## config.mk

```make
export PLATFORM = sky130hd
export DESIGN_NAME = fb_write_arbiter_flat
export DESIGN_NICKNAME = d
export VERILOG_FILES = /design/src/rtl/fb_write_arbiter_if.sv /design/src/rtl/fb_write_arbiter.sv /design/src/flat_wrapper.sv
export SDC_FILE = /design/constraint.sdc
export NUM_CORES = 1
export LEC_CHECK = 0
export ABC_AREA = 1
export CORE_MARGIN = 2
export CORE_UTILIZATION = 45
export CTS_CLUSTER_DIAMETER = 50
export DETAILED_ROUTE_END_ITERATION = 10
export PLACE_DENSITY_LB_ADDON = 0.25
export SYNTH_ARGS = -nofsm -noshare
export SYNTH_HDL_FRONTEND = slang
export SYNTH_SLANG_ARGS = --single-unit
```

## constraint.sdc

```tcl
create_clock -name clock -period 3.52 [get_ports clock]
set_clock_uncertainty 0.1 [all_clocks]
set_input_delay 0.704 -clock clock [delete_from_list [all_inputs] [get_ports clock]]
set_output_delay 0.704 -clock clock [all_outputs]
set_load 0.03 [all_outputs]
```

## src/rtl/fb_write_arbiter_if.sv

```systemverilog
// rtl/fb_write_arbiter_if.sv - request, clear and framebuffer write-side signals of the write arbiter
interface fb_write_arbiter_if #(
  parameter int ADDR_W = 19,
  parameter int DATA_W = 8
);
  logic              p_valid;
  logic [ADDR_W-1:0] p_addr;
  logic [DATA_W-1:0] p_data;
  logic              p_ready;

  logic              l_valid;
  logic [ADDR_W-1:0] l_addr;
  logic [DATA_W-1:0] l_data;
  logic              l_ready;

  logic              clr_start;
  logic [DATA_W-1:0] clr_color;
  logic              clr_busy;
  logic              clr_done;

  logic              fb_we;
  logic [ADDR_W-1:0] fb_addr;
  logic [DATA_W-1:0] fb_data;
  logic              oob_drop;

  // Side that drives requests and observes the framebuffer write port.
  modport master (
    output p_valid, p_addr, p_data,
    output l_valid, l_addr, l_data,
    output clr_start, clr_color,
    input  p_ready, l_ready, clr_busy, clr_done,
    input  fb_we, fb_addr, fb_data, oob_drop
  );

  // The arbiter itself.
  modport slave (
    input  p_valid, p_addr, p_data,
    input  l_valid, l_addr, l_data,
    input  clr_start, clr_color,
    output p_ready, l_ready, clr_busy, clr_done,
    output fb_we, fb_addr, fb_data, oob_drop
  );
endinterface

```

## src/rtl/fb_write_arbiter.sv

```systemverilog
// rtl/fb_write_arbiter.sv - round-robin framebuffer write arbiter with priority clear-screen sweep
module fb_write_arbiter #(
  parameter int ADDR_W   = 19,
  parameter int DATA_W   = 8,
  parameter int FB_DEPTH = 307200
) (
  input  logic               clock,
  input  logic               reset,
  fb_write_arbiter_if.slave  bus
);

  typedef enum logic {
    ARB   = 1'b0,
    CLEAR = 1'b1
  } state_t;

  localparam logic GRANT_P = 1'b0;
  localparam logic GRANT_L = 1'b1;

  // One extra bit so FB_DEPTH is representable even when it equals 2**ADDR_W.
  localparam logic [ADDR_W:0]   DEPTH_X   = (ADDR_W + 1)'(FB_DEPTH);
  localparam logic [ADDR_W-1:0] LAST_ADDR = ADDR_W'(FB_DEPTH - 1);

  state_t            state_q;
  logic              last_grant_q;
  logic [ADDR_W-1:0] clr_cnt_q;
  logic [DATA_W-1:0] clr_color_q;
  logic              fb_we_q;
  logic [ADDR_W-1:0] fb_addr_q;
  logic [DATA_W-1:0] fb_data_q;
  logic              clr_busy_q;
  logic              clr_done_q;
  logic              oob_drop_q;

  logic              arb_open;
  logic              grant_p;
  logic              grant_l;
  logic [ADDR_W-1:0] win_addr;
  logic [DATA_W-1:0] win_data;
  logic              win_in_range;

  // Grant decision: a clear request blocks both sources; under contention the
  // source that did not win last time is served.
  always_comb begin
    arb_open     = (state_q == ARB) && !bus.clr_start;
    grant_p      = arb_open && bus.p_valid &&
                   (!bus.l_valid || (last_grant_q == GRANT_L));
    grant_l      = arb_open && bus.l_valid &&
                   (!bus.p_valid || (last_grant_q == GRANT_P));
    win_addr     = grant_l ? bus.l_addr : bus.p_addr;
    win_data     = grant_l ? bus.l_data : bus.p_data;
    win_in_range = ({1'b0, win_addr} < DEPTH_X);
  end

  assign bus.p_ready  = grant_p;
  assign bus.l_ready  = grant_l;
  assign bus.fb_we    = fb_we_q;
  assign bus.fb_addr  = fb_addr_q;
  assign bus.fb_data  = fb_data_q;
  assign bus.clr_busy = clr_busy_q;
  assign bus.clr_done = clr_done_q;
  assign bus.oob_drop = oob_drop_q;

  // Arbitration/clear FSM with all write-port outputs registered here.
  always_ff @(posedge clock) begin
    if (reset) begin
      state_q      <= ARB;
      last_grant_q <= GRANT_L;
      clr_cnt_q    <= '0;
      clr_color_q  <= '0;
      fb_we_q      <= 1'b0;
      fb_addr_q    <= '0;
      fb_data_q    <= '0;
      clr_busy_q   <= 1'b0;
      clr_done_q   <= 1'b0;
      oob_drop_q   <= 1'b0;
    end else begin
      fb_we_q    <= 1'b0;
      oob_drop_q <= 1'b0;
      clr_done_q <= 1'b0;
      case (state_q)
        ARB: begin
          clr_busy_q <= 1'b0;
          if (bus.clr_start) begin
            clr_color_q <= bus.clr_color;
            clr_cnt_q   <= '0;
            state_q     <= CLEAR;
          end else if (grant_p || grant_l) begin
            last_grant_q <= grant_l ? GRANT_L : GRANT_P;
            if (win_in_range) begin
              fb_we_q   <= 1'b1;
              fb_addr_q <= win_addr;
              fb_data_q <= win_data;
            end else begin
              // Accepted but discarded; address/data keep their last value.
              oob_drop_q <= 1'b1;
            end
          end
        end
        CLEAR: begin
          fb_we_q     <= 1'b1;
          fb_addr_q   <= clr_cnt_q;
          fb_data_q   <= clr_color_q;
          clr_busy_q  <= 1'b1;
          if (clr_cnt_q == LAST_ADDR) begin
            clr_done_q <= 1'b1;
            state_q    <= ARB;
          end else begin
            clr_cnt_q <= clr_cnt_q + 1'b1;
          end
        end
        default: state_q <= ARB;
      endcase
    end
  end

endmodule
```

## src/flat_wrapper.sv

```systemverilog
// flat-port wrapper written by rule: the top's interface ports become plain ports
module fb_write_arbiter_flat 
#(
  parameter int ADDR_W   = 19,
  parameter int DATA_W   = 8,
  parameter int FB_DEPTH = 307200
)
  (clock, reset, bus_p_valid, bus_p_addr, bus_p_data, bus_l_valid, bus_l_addr, bus_l_data, bus_clr_start, bus_clr_color, bus_p_ready, bus_l_ready, bus_clr_busy, bus_clr_done, bus_fb_we, bus_fb_addr, bus_fb_data, bus_oob_drop);
  fb_write_arbiter_if #(.ADDR_W(ADDR_W), .DATA_W(DATA_W)) bus_i ();
  input  logic clock;
  input  logic reset;
  input wire logic [$bits(bus_i.p_valid)-1:0] bus_p_valid;
  input wire logic [$bits(bus_i.p_addr)-1:0] bus_p_addr;
  input wire logic [$bits(bus_i.p_data)-1:0] bus_p_data;
  input wire logic [$bits(bus_i.l_valid)-1:0] bus_l_valid;
  input wire logic [$bits(bus_i.l_addr)-1:0] bus_l_addr;
  input wire logic [$bits(bus_i.l_data)-1:0] bus_l_data;
  input wire logic [$bits(bus_i.clr_start)-1:0] bus_clr_start;
  input wire logic [$bits(bus_i.clr_color)-1:0] bus_clr_color;
  output wire logic [$bits(bus_i.p_ready)-1:0] bus_p_ready;
  output wire logic [$bits(bus_i.l_ready)-1:0] bus_l_ready;
  output wire logic [$bits(bus_i.clr_busy)-1:0] bus_clr_busy;
  output wire logic [$bits(bus_i.clr_done)-1:0] bus_clr_done;
  output wire logic [$bits(bus_i.fb_we)-1:0] bus_fb_we;
  output wire logic [$bits(bus_i.fb_addr)-1:0] bus_fb_addr;
  output wire logic [$bits(bus_i.fb_data)-1:0] bus_fb_data;
  output wire logic [$bits(bus_i.oob_drop)-1:0] bus_oob_drop;
  assign bus_i.p_valid = bus_p_valid;
  assign bus_i.p_addr = bus_p_addr;
  assign bus_i.p_data = bus_p_data;
  assign bus_i.l_valid = bus_l_valid;
  assign bus_i.l_addr = bus_l_addr;
  assign bus_i.l_data = bus_l_data;
  assign bus_i.clr_start = bus_clr_start;
  assign bus_i.clr_color = bus_clr_color;
  assign bus_p_ready = bus_i.p_ready;
  assign bus_l_ready = bus_i.l_ready;
  assign bus_clr_busy = bus_i.clr_busy;
  assign bus_clr_done = bus_i.clr_done;
  assign bus_fb_we = bus_i.fb_we;
  assign bus_fb_addr = bus_i.fb_addr;
  assign bus_fb_data = bus_i.fb_data;
  assign bus_oob_drop = bus_i.oob_drop;
  fb_write_arbiter #(.ADDR_W(ADDR_W), .DATA_W(DATA_W), .FB_DEPTH(FB_DEPTH)) u_core (.clock(clock), .reset(reset), .bus(bus_i));
endmodule
```

==> qor.yml <==
cts:
  clk_root_buffer_cell: "clkbuf_8"
  cts_buffers: 9
  cts_max_path_buffers: 2
  cts_setup_buffers: 0
  cts_resized: 0
  cts.sinks: 60
  clkLatencyLatePin_ns: 0.34
  cts_tree: "yes"
  cts.clk_slew.worst_paths_ns: 0.06
  ctsHoldBuffers: 0
  cts_max_level: 3
global_route:
  antenna_found_initial: 0
  grt_overflow: 0
  first_global_vias: 3221
  track_usage: 0.237
  grt_max_degree: 56
  grt_pass1_wl_um: 15900
routing:
  drcViolationCount: 0
  via_count: 3480
  viasPerCell: 5.13
  totalWireLength_um: 9860
  drtIter0Drc: 223
  firstDrtPassIters: 4
  wl_per_cell_um: 14.5
  antenna_left: 0
sta:
  relSlewSlack: 0.586
  drv_slew: 0
  setup_ws_ns: 0.391
  hold_viol: 0
  post-route-period-util: 0.889
  rsz0062_at_grt: "false"
  tightest_slew_ns: 0.621
  max_clock_freq_ghz: 0.320
  finalCriticalPeriod_ns: 3.13
  finalSetupViolCount: 0
  setup-tns-final_ns: 0
setup_path:
  critPathKind: "in -> out"
  crit_path_start_kind: "input port"
  crit_arrival_ns: 2.32
  endpoint_kind: "output pin"
  reg2reg_setup_slack_ns: 0.91
  cp.required_ns: 2.72
  r2r_start: "u_core.state_q"
  crit_fanout: 5
  ff2ff_path_depth: 9
  reg2reg_to: "u_core.bus.fb_addr[4]"
logic_synthesis:
  synth.ff_latch_count: 60
  syn_inst: 489
  ys_top_cells_by_count: "132 x nand2_1, 60 x dfxtp_1, 58 x o21ai_0"
  synth_top_area_frac: 0.352
  synth-edff-count: 0
  dominantRegCellSynth: "dfxtp_1"
  synth_top_cell_by_area: "dfxtp_1"
  ys_types: 33
  yosys_warnings: 0
  mappedNetlistArea_mm2: 0.00341
  avgSynthCellArea_um2: 6.97
  ys_seq_area_frac: 0.352
  syn_nets: 557
  async_reset_ff_frac: 0
  synthTopCellsByArea: "dfxtp_1 35%, nand2_1 15%, o21ai_0 8.5%"
  yosysMostFrequentCell: "nand2_1"
placed_design:
  dp_worst_setup_slack_ns: 0.299
  dp_hpwl_um: 7420
  io_buffers: 99
  dpl_cell_area_mm2: 0.00439
  gp_congestion: 0.904
power:
  peakVddDrop_mv: 0.195
  leakagePower_nw: 1.75
  p_total_mw: 1.70
  powerDensity_mw_per_mm2: 375
finish:
  final_core_util: 0.623
  num_antenna_cells: 0
  drive_above_1_share: 0.131
  final_nets: 645
  area_growth_pct: 33.3
  fin_area_mm2: 0.00454
job:
  max_cap_violations: 0
die:
  dieArea_mm2: 0.00829
  pin_count: 100
  core_area_mm2: 0.00729
  rows: 31
  initial_core_util: 0.467
  die_w_um: 91.0
  fp.dieH_um: 91.0
min_path:
  whs_path_depth: 2
  min_from: "u_core.clr_color_q[6]"
  holdPathEnd: "u_core.clr_color_q[6]"
  hp-class: "reg -> reg"
outcome:
  status: "finished, final reports clean"
-- stage by stage --
step                instances  hold WS (ns)
floorplan                 489         0.325
global placement          665         0.339
detailed placement        665         0.347
CTS                       679         0.356
global route              679         0.369
finish                    679         0.353
-- power by group --
part / leakage [nW] / internal (mW) / switching (mW)
combinational: 1.18 / 0.186 / 0.248
sequential: 0.490 / 0.719 / 0.0287
clock: 0.0848 / 0.263 / 0.257
total: 1.75 / 1.17 / 0.534
-- cells by family after synthesis --
kind of cell | Yosys count | share of synthesized area
compound gates | 117 | 0.197
xor+xnor | 4 | 0.0103
fa+ha+maj | 1 | 0.00367
buf+inv | 74 | 0.103
flops | 60 | 0.352
mux | 4 | 0.0117
simple gates | 229 | 0.322
-- worst max-delay path: stages --
cell and delay, ns:
clkdlybuf4s50_1 0.61, inv_1 0.06, o21ai_0 0.25, nor2_1 0.10
clkdlybuf4s50_1 0.60
-- layout by cell type, fill, tap and decap left out, drive strengths merged, types with 3 or more instances in the layout --
| cell | netlist | final |
|---|---|---|
| a21oi | 52 | 52 |
| o21ai | 64 | 64 |
| nand3 | 45 | 45 |
| mux2i | 4 | 4 |
| buf | 15 | 9 |
| inv | 45 | 45 |
| nand4 | 9 | 9 |
| nor2 | 28 | 28 |
| xor2 | 4 | 4 |
| clkdlybuf4s50 | 0 | 97 |
| clkbuf | 14 | 11 |
| nor3 | 6 | 6 |
| dfxtp | 60 | 60 |
| clkinv | 0 | 3 |
| nand2 | 139 | 139 |
-- sequential cells by signal, indices dropped and copies added (netlist names) --
register and cells:
u_core.bus.oob_drop 1, u_core.clr_cnt_q 19, u_core.bus.fb_we 1, u_core.last_grant_q 1, u_core.bus.clr_busy 1, u_core.bus.fb_addr 19, u_core.clr_color_q 8, u_core.bus.fb_data 8
u_core.state_q 1, u_core.bus.clr_done 1
-- final cells by class --
class                   instances  area (um2)
multi-input cells             355        1860
clock inverters                 3        15.0
fillers                       705        2750
well taps                      99         124
inverters                      45         169
flip-flops and latches         60        1200
repair buffers                106        1040
clock buffers                  11         141
-- worst max path at each step --
stage	from	endpoint	slack, ns	cells past startpoint
floorplan	bus_clr_start	bus_l_ready	1.25	5
global placement	bus_l_valid	u_core.bus.fb_data[7]	0.40	11
detailed placement	bus_l_valid	u_core.bus.fb_addr[15]	0.30	9
CTS	bus_l_valid	bus_p_ready	0.41	5
global route	bus_l_valid	bus_p_ready	0.30	5
finish	bus_l_valid	bus_p_ready	0.39	5
-- metal layers --
| metal | track usage | up-vias | share of wire |
|---|---|---|---|
| met5 | 0 | - | 0 |
| met4 | 0.0657 | 0 | 0.013 |
| met3 | 0.0481 | 12 | 0.062 |
| met2 | 0.378 | 106 | 0.47 |
| met1 | 0.327 | 1585 | 0.46 |
| li1 | - | 1777 | - |
Note: power is estimated with default switching activity, not from simulation.
